[config.mk]
export PLATFORM = sky130hd
export DESIGN_NAME = cdc_handshake_rx
export DESIGN_NICKNAME = d
export VERILOG_FILES = /design/src/rtl/cdc_handshake_rx.sv
export SDC_FILE = /design/constraint.sdc
export NUM_CORES = 1
export LEC_CHECK = 0
export BUFFER_PORTS_ARGS = -buffer_cell sky130_fd_sc_hd__buf_2
export CAP_MARGIN = 20
export CORE_MARGIN = 3
export CORE_UTILIZATION = 55
export DETAILED_ROUTE_END_ITERATION = 10
export GPL_TIMING_DRIVEN = 0
export PLACE_DENSITY = 0.89
export SETUP_SLACK_MARGIN = 0.02
export SYNTH_ARGS = -nofsm -noshare
export SYNTH_HDL_FRONTEND = slang
export SYNTH_SLANG_ARGS = --single-unit
[constraint.sdc]
create_clock -name CLK -period 3.2 [get_ports CLK]
set_input_delay 0.16 -clock CLK [delete_from_list [all_inputs] [get_ports CLK]]
set_output_delay 0.16 -clock CLK [all_outputs]
set_load 0.1 [all_outputs]
[src/rtl/cdc_handshake_rx.sv]
// -----------------------------------------------------------------------------
// cdc_handshake_rx
//   Destination-side controller for a 4-phase req/ack clock-domain-crossing
//   bus transfer. REQ_SYNC arrives already synchronized into this clock domain.
//   Once per request the module captures the source-held bus. It presents the
//   captured word downstream with a valid/ready handshake. It then drives ACK
//   back toward the source domain.
//
// Parameters
//   BUS_WIDTH  width of the transferred data bus
//   TIMEOUT    maximum number of cycles ACK waits for req to fall (0 = never)
//   CNT_WIDTH  timeout counter width; 2**CNT_WIDTH must exceed TIMEOUT
//
// Ports
//   CLK          destination clock, the only clock in this module
//   RST          synchronous reset, active-low
//   REQ_SYNC     synchronized req level from the source domain
//   UNSYNC_BUS   source data; stable while req is high
//   RX_READY     downstream accepts SYNC_BUS
//   SYNC_BUS     captured data, registered
//   BUS_VALID    SYNC_BUS valid, held until accepted
//   ACK          ack level sent to the source domain
//   TIMEOUT_ERR  one-cycle pulse when the ack timeout expires
//   BUSY         high whenever the controller is not idle
// -----------------------------------------------------------------------------
module cdc_handshake_rx #(
  parameter int BUS_WIDTH = 8,
  parameter int TIMEOUT   = 255,
  parameter int CNT_WIDTH = 8
) (
  input  logic                 CLK,
  input  logic                 RST,
  input  logic                 REQ_SYNC,
  input  logic [BUS_WIDTH-1:0] UNSYNC_BUS,
  input  logic                 RX_READY,
  output logic [BUS_WIDTH-1:0] SYNC_BUS,
  output logic                 BUS_VALID,
  output logic                 ACK,
  output logic                 TIMEOUT_ERR,
  output logic                 BUSY
);

  typedef enum logic [1:0] {
    ST_WAIT_LOW = 2'd0,
    ST_IDLE     = 2'd1,
    ST_HOLD     = 2'd2,
    ST_ACK      = 2'd3
  } state_t;

  // Counter value at which the ack phase has lasted TIMEOUT cycles. The
  // counter is cleared when ACK rises and increments once per edge.
  localparam int unsigned         TO_LAST_INT = (TIMEOUT > 0) ? TIMEOUT - 1 : 0;
  localparam logic [CNT_WIDTH-1:0] TO_LAST    = TO_LAST_INT[CNT_WIDTH-1:0];
  localparam bit                   TO_EN      = (TIMEOUT != 0);

  state_t                 state_reg;
  logic [CNT_WIDTH-1:0]   cnt_reg;
  logic [BUS_WIDTH-1:0]   sync_bus_reg;
  logic                   bus_valid_reg;
  logic                   ack_reg;
  logic                   timeout_err_reg;

  always_ff @(posedge CLK) begin
    if (!RST) begin
      // Reset always restarts in WAIT_LOW. A req that is still high
      // (or was held through reset) therefore cannot be captured a second time.
      state_reg       <= ST_WAIT_LOW;
      cnt_reg         <= '0;
      sync_bus_reg    <= '0;
      bus_valid_reg   <= 1'b0;
      ack_reg         <= 1'b0;
      timeout_err_reg <= 1'b0;
    end else begin
      timeout_err_reg <= 1'b0;
      case (state_reg)
        ST_WAIT_LOW: begin
          ack_reg <= 1'b0;
          if (!REQ_SYNC) begin
            state_reg <= ST_IDLE;
          end
        end

        ST_IDLE: begin
          if (REQ_SYNC) begin
            sync_bus_reg  <= UNSYNC_BUS;
            bus_valid_reg <= 1'b1;
            state_reg     <= ST_HOLD;
          end
        end

        // The captured word is frozen here. A req that falls early is ignored
        // until the word has been delivered.
        ST_HOLD: begin
          if (RX_READY) begin
            bus_valid_reg <= 1'b0;
            ack_reg       <= 1'b1;
            cnt_reg       <= '0;
            state_reg     <= ST_ACK;
          end
        end

        ST_ACK: begin
          if (!REQ_SYNC) begin
            ack_reg   <= 1'b0;
            state_reg <= ST_IDLE;
          end else if (TO_EN && (cnt_reg == TO_LAST)) begin
            ack_reg         <= 1'b0;
            timeout_err_reg <= 1'b1;
            state_reg       <= ST_WAIT_LOW;
          end else if (cnt_reg != '1) begin
            // Saturate rather than wrap. This matters when the timeout is disabled.
            cnt_reg <= cnt_reg + CNT_WIDTH'(1);
          end
        end

        default: begin
          state_reg <= ST_WAIT_LOW;
        end
      endcase
    end
  end

  assign SYNC_BUS    = sync_bus_reg;
  assign BUS_VALID   = bus_valid_reg;
  assign ACK         = ack_reg;
  assign TIMEOUT_ERR = timeout_err_reg;
  assign BUSY        = (state_reg != ST_IDLE);

endmodule

==> summary.md <==
| Metric | Value |
|---|---|
| Largest net degree at the start of global routing | `12` |
| DR DRC count | `0` |
| Worst setup EP type | `flip-flop` |
| Arr. time, crit path | `2.25 ns` |
| PnR worst setup slack | `1.16 ns` |
| Initial DRC Count | `41` |
| CTS tree | `built` |
| Synth warn | `0` |
| Syn Nets | `159` |
| Final slew viol count | `0` |
| Status | `finished clean` |
| Met3 Wirelength | `141 µm` |
| # rows | `15` |
| Avg WL per Cell | `14.0 µm` |
| Routed length on met2 | `1.36 mm` |
| Power Density | `752 nW/µm²` |
| HPWL after detailed placement | `1.95 mm` |
| Routed WL | `2.68 mm` |
| Crit-path most repeated cell | `a211oi_1` |
| Final clock skew | `0.00216 ns` |
| Worst-path clk slew | `0.12 ns` |
| Chain of cells forming the critical path | `inv_1 > ha_1 > nor2b_1 > buf_2 > a211oi_1 > a211oi_1 > a41o_1` |
| Maximum vdd drop | `0.566 mV` |
| Vias in the first global route | `1069` |
| Mapped Avg Cell Area | `8.06 µm²` |
| First-pass GRT wire length | `4.65 mm` |
| Boundary pin count | `24` |
| Initial core utilization | `61.4%` |
| Relative slew slack | `63.2%` |
| RSZ-0062 raised after global routing | `false` |
| Num Clock Sinks | `21` |
| Crit Path Max Fanout | `10` |
| Layout cells sized above 1 | `19.8%` |
| Setup_tns | `0 ns` |
| Cell count after synthesis | `140` |
| Synth area leaders | `dfxtp_1, ha_1, nand2_1, a21oi_1, nand3_1` |
| CTS H-tree lvls | `1` |
| Min-Delay Path Class | `in -> reg` |
| Worst stage delay on the critical path | `0.45 ns` |
| Final core utilization | `70.7%` |
| Most common cell after layout, fill and taps aside | `buf_2` |
| Achievable Freq | `0.491 GHz` |
| Maximum buffer depth of the clock tree | `2` |
| Height of the die | `51.3 µm` |
| Global route overflow | `0` |
| Worst-Margin Slew | `0.547 ns` |
| GP Congestion | `0.883` |
| Filler cells | `176` |
| Clock Tree Root | `clkbuf_4` |
| WHS | `0.0880 ns` |
| Worst setup SP type | `flip-flop` |
| Router iterations before antenna repair | `4` |
| Most frequent cells in the layout | `buf_2, dfxtp_1, nand2_1` |
| # diodes | `0` |
| Sequential cell area | `420 µm²` |
| PortBufs | `23` |
| Share of the synthesized area in the top cell type | `37.3%` |
| Setup Fix Bufs, Post-CTS | `0` |
| Max_cap viols | `0` |
| Synth cell types | `35` |
| # nets final | `187` |
| Crit Path Class | `reg -> reg` |
| DR top layer | `met4` |
| Final setup vio count | `0` |
| Clock latency on the worst-skew pair | `0.31 ns` |
| Avg Vias per Cell | `5.92` |
| Placed Cells | `188` |
| Die W | `51.3 µm` |
| Die area | `2630 µm²` |
| Area growth syn-to-layout | `15.3%` |
| Placeable Area | `1840 µm²` |
| Tmin final | `2.04 ns` |
| Multi-input logic area | `654 µm²` |
| Slowest cell on the critical path | `a211oi_1` |
| Antenna violations before repair | `0` |
| TritonCTS Buffers | `3` |
| Synth area leader | `dfxtp_1` |
| Final Non-Filler Cells | `192` |
| Cts hold-fix bufs | `0` |
| Final period utilization | `63.6%` |
| Pre-CTS setup slack | `1.19 ns` |
| Gr usage total | `23.0%` |
| DRT met1 WL | `1.14 mm` |
| Post-CTS resize count | `0` |
| DR vias | `1136` |
| WP data required | `3.41 ns` |
| Flops & latches, synth | `21` |
| Mapped cell area | `1130 µm²` |
| Seq/Total Area, Yosys | `37.3%` |
| P_leak | `0.000514 µW` |
| Fin. Hold Viols | `0` |
| ANT nets after route | `0` |
-- cell type report --
| type | instances | area share (%) |
|---|---|---|
| multi-input cells | 106 | 50.3 |
| flip-flops and latches | 21 | 32.3 |
| repair buffers | 23 | 8.85 |
| plain buffers | 7 | 2.40 |
| well taps | 25 | 2.40 |
| clock buffers | 4 | 2.02 |
| inverters | 6 | 1.73 |
-- synth_stat cells --
master,n
dfxtp_1,21
nand2_1,21
a21oi_1,12
nand3_1,12
o21ai_0,8
ha_1,7
nor2_1,7
inv_1,6
clkbuf_1,5
or4_1,5
a221oi_1,4
a211oi_1,3
nand2b_1,3
and3_1,2
nand4_1,2
nor2b_1,2
or3_1,2
a21bo_2,1
a31o_2,1
a31oi_1,1
a41o_1,1
and2_1,1
buf_2,1
buf_4,1
nand3_2,1
nor4_1,1
nor4b_1,1
o2111ai_1,1
o211ai_1,1
o31a_1,1
o31ai_2,1
o32ai_1,1
o41ai_1,1
or2_2,1
or4b_1,1
-- layer usage --
layer	up-vias	GRT usage, %
li1	563	-
met1	530	28.5
met2	38	38.8
met3	5	4.96
met4	0	8.30
met5	-	0
-- worst max-delay path: cells and delay by family (launching register included) --
| family | cells | cell delay (ns) |
|---|---|---|
| compound gates | 3 | 0.83 |
| flops | 1 | 0.40 |
| buf+inv | 2 | 0.29 |
| fa+ha+maj | 1 | 0.25 |
| simple gates | 1 | 0.16 |
-- where the power goes --
| part | switching, µW | internal [µW] |
|---|---|---|
| Clock | 81.8 | 48.7 |
| Combinational | 392 | 135 |
| Sequential | 24.9 | 296 |
-- final timing paths --
check	cells after the start	slack, ns	start	end
worst max register to register	7	1.16	state_reg[0]	state_reg[1]
worst min register to register	2	0.46	SYNC_BUS[5]	SYNC_BUS[5]
worst max-delay path	7	1.16	state_reg[0]	state_reg[1]
worst min-delay path	3	0.09	UNSYNC_BUS[0]	SYNC_BUS[0]
-- metrics by stage --
| step | instance area [µm²] | total power (µW) |
|---|---|---|
| after floorplan | 1130 | 756 |
| after global placement | 1270 | 832 |
| after detailed placement | 1270 | 851 |
| after CTS | 1300 | 977 |
| after global routing | 1300 | 1040 |
| final | 1300 | 979 |
-- logic make-up after synthesis --
family                   synth area share (%)
AND/OR/NAND/NOR                          28.3
AO/OA/AOI/OAI                            22.0
flip-flops                               37.3
buffers and inverters                    4.77
adder cells (fa/ha/maj)                  7.76
(Power assumes the default switching activity.)
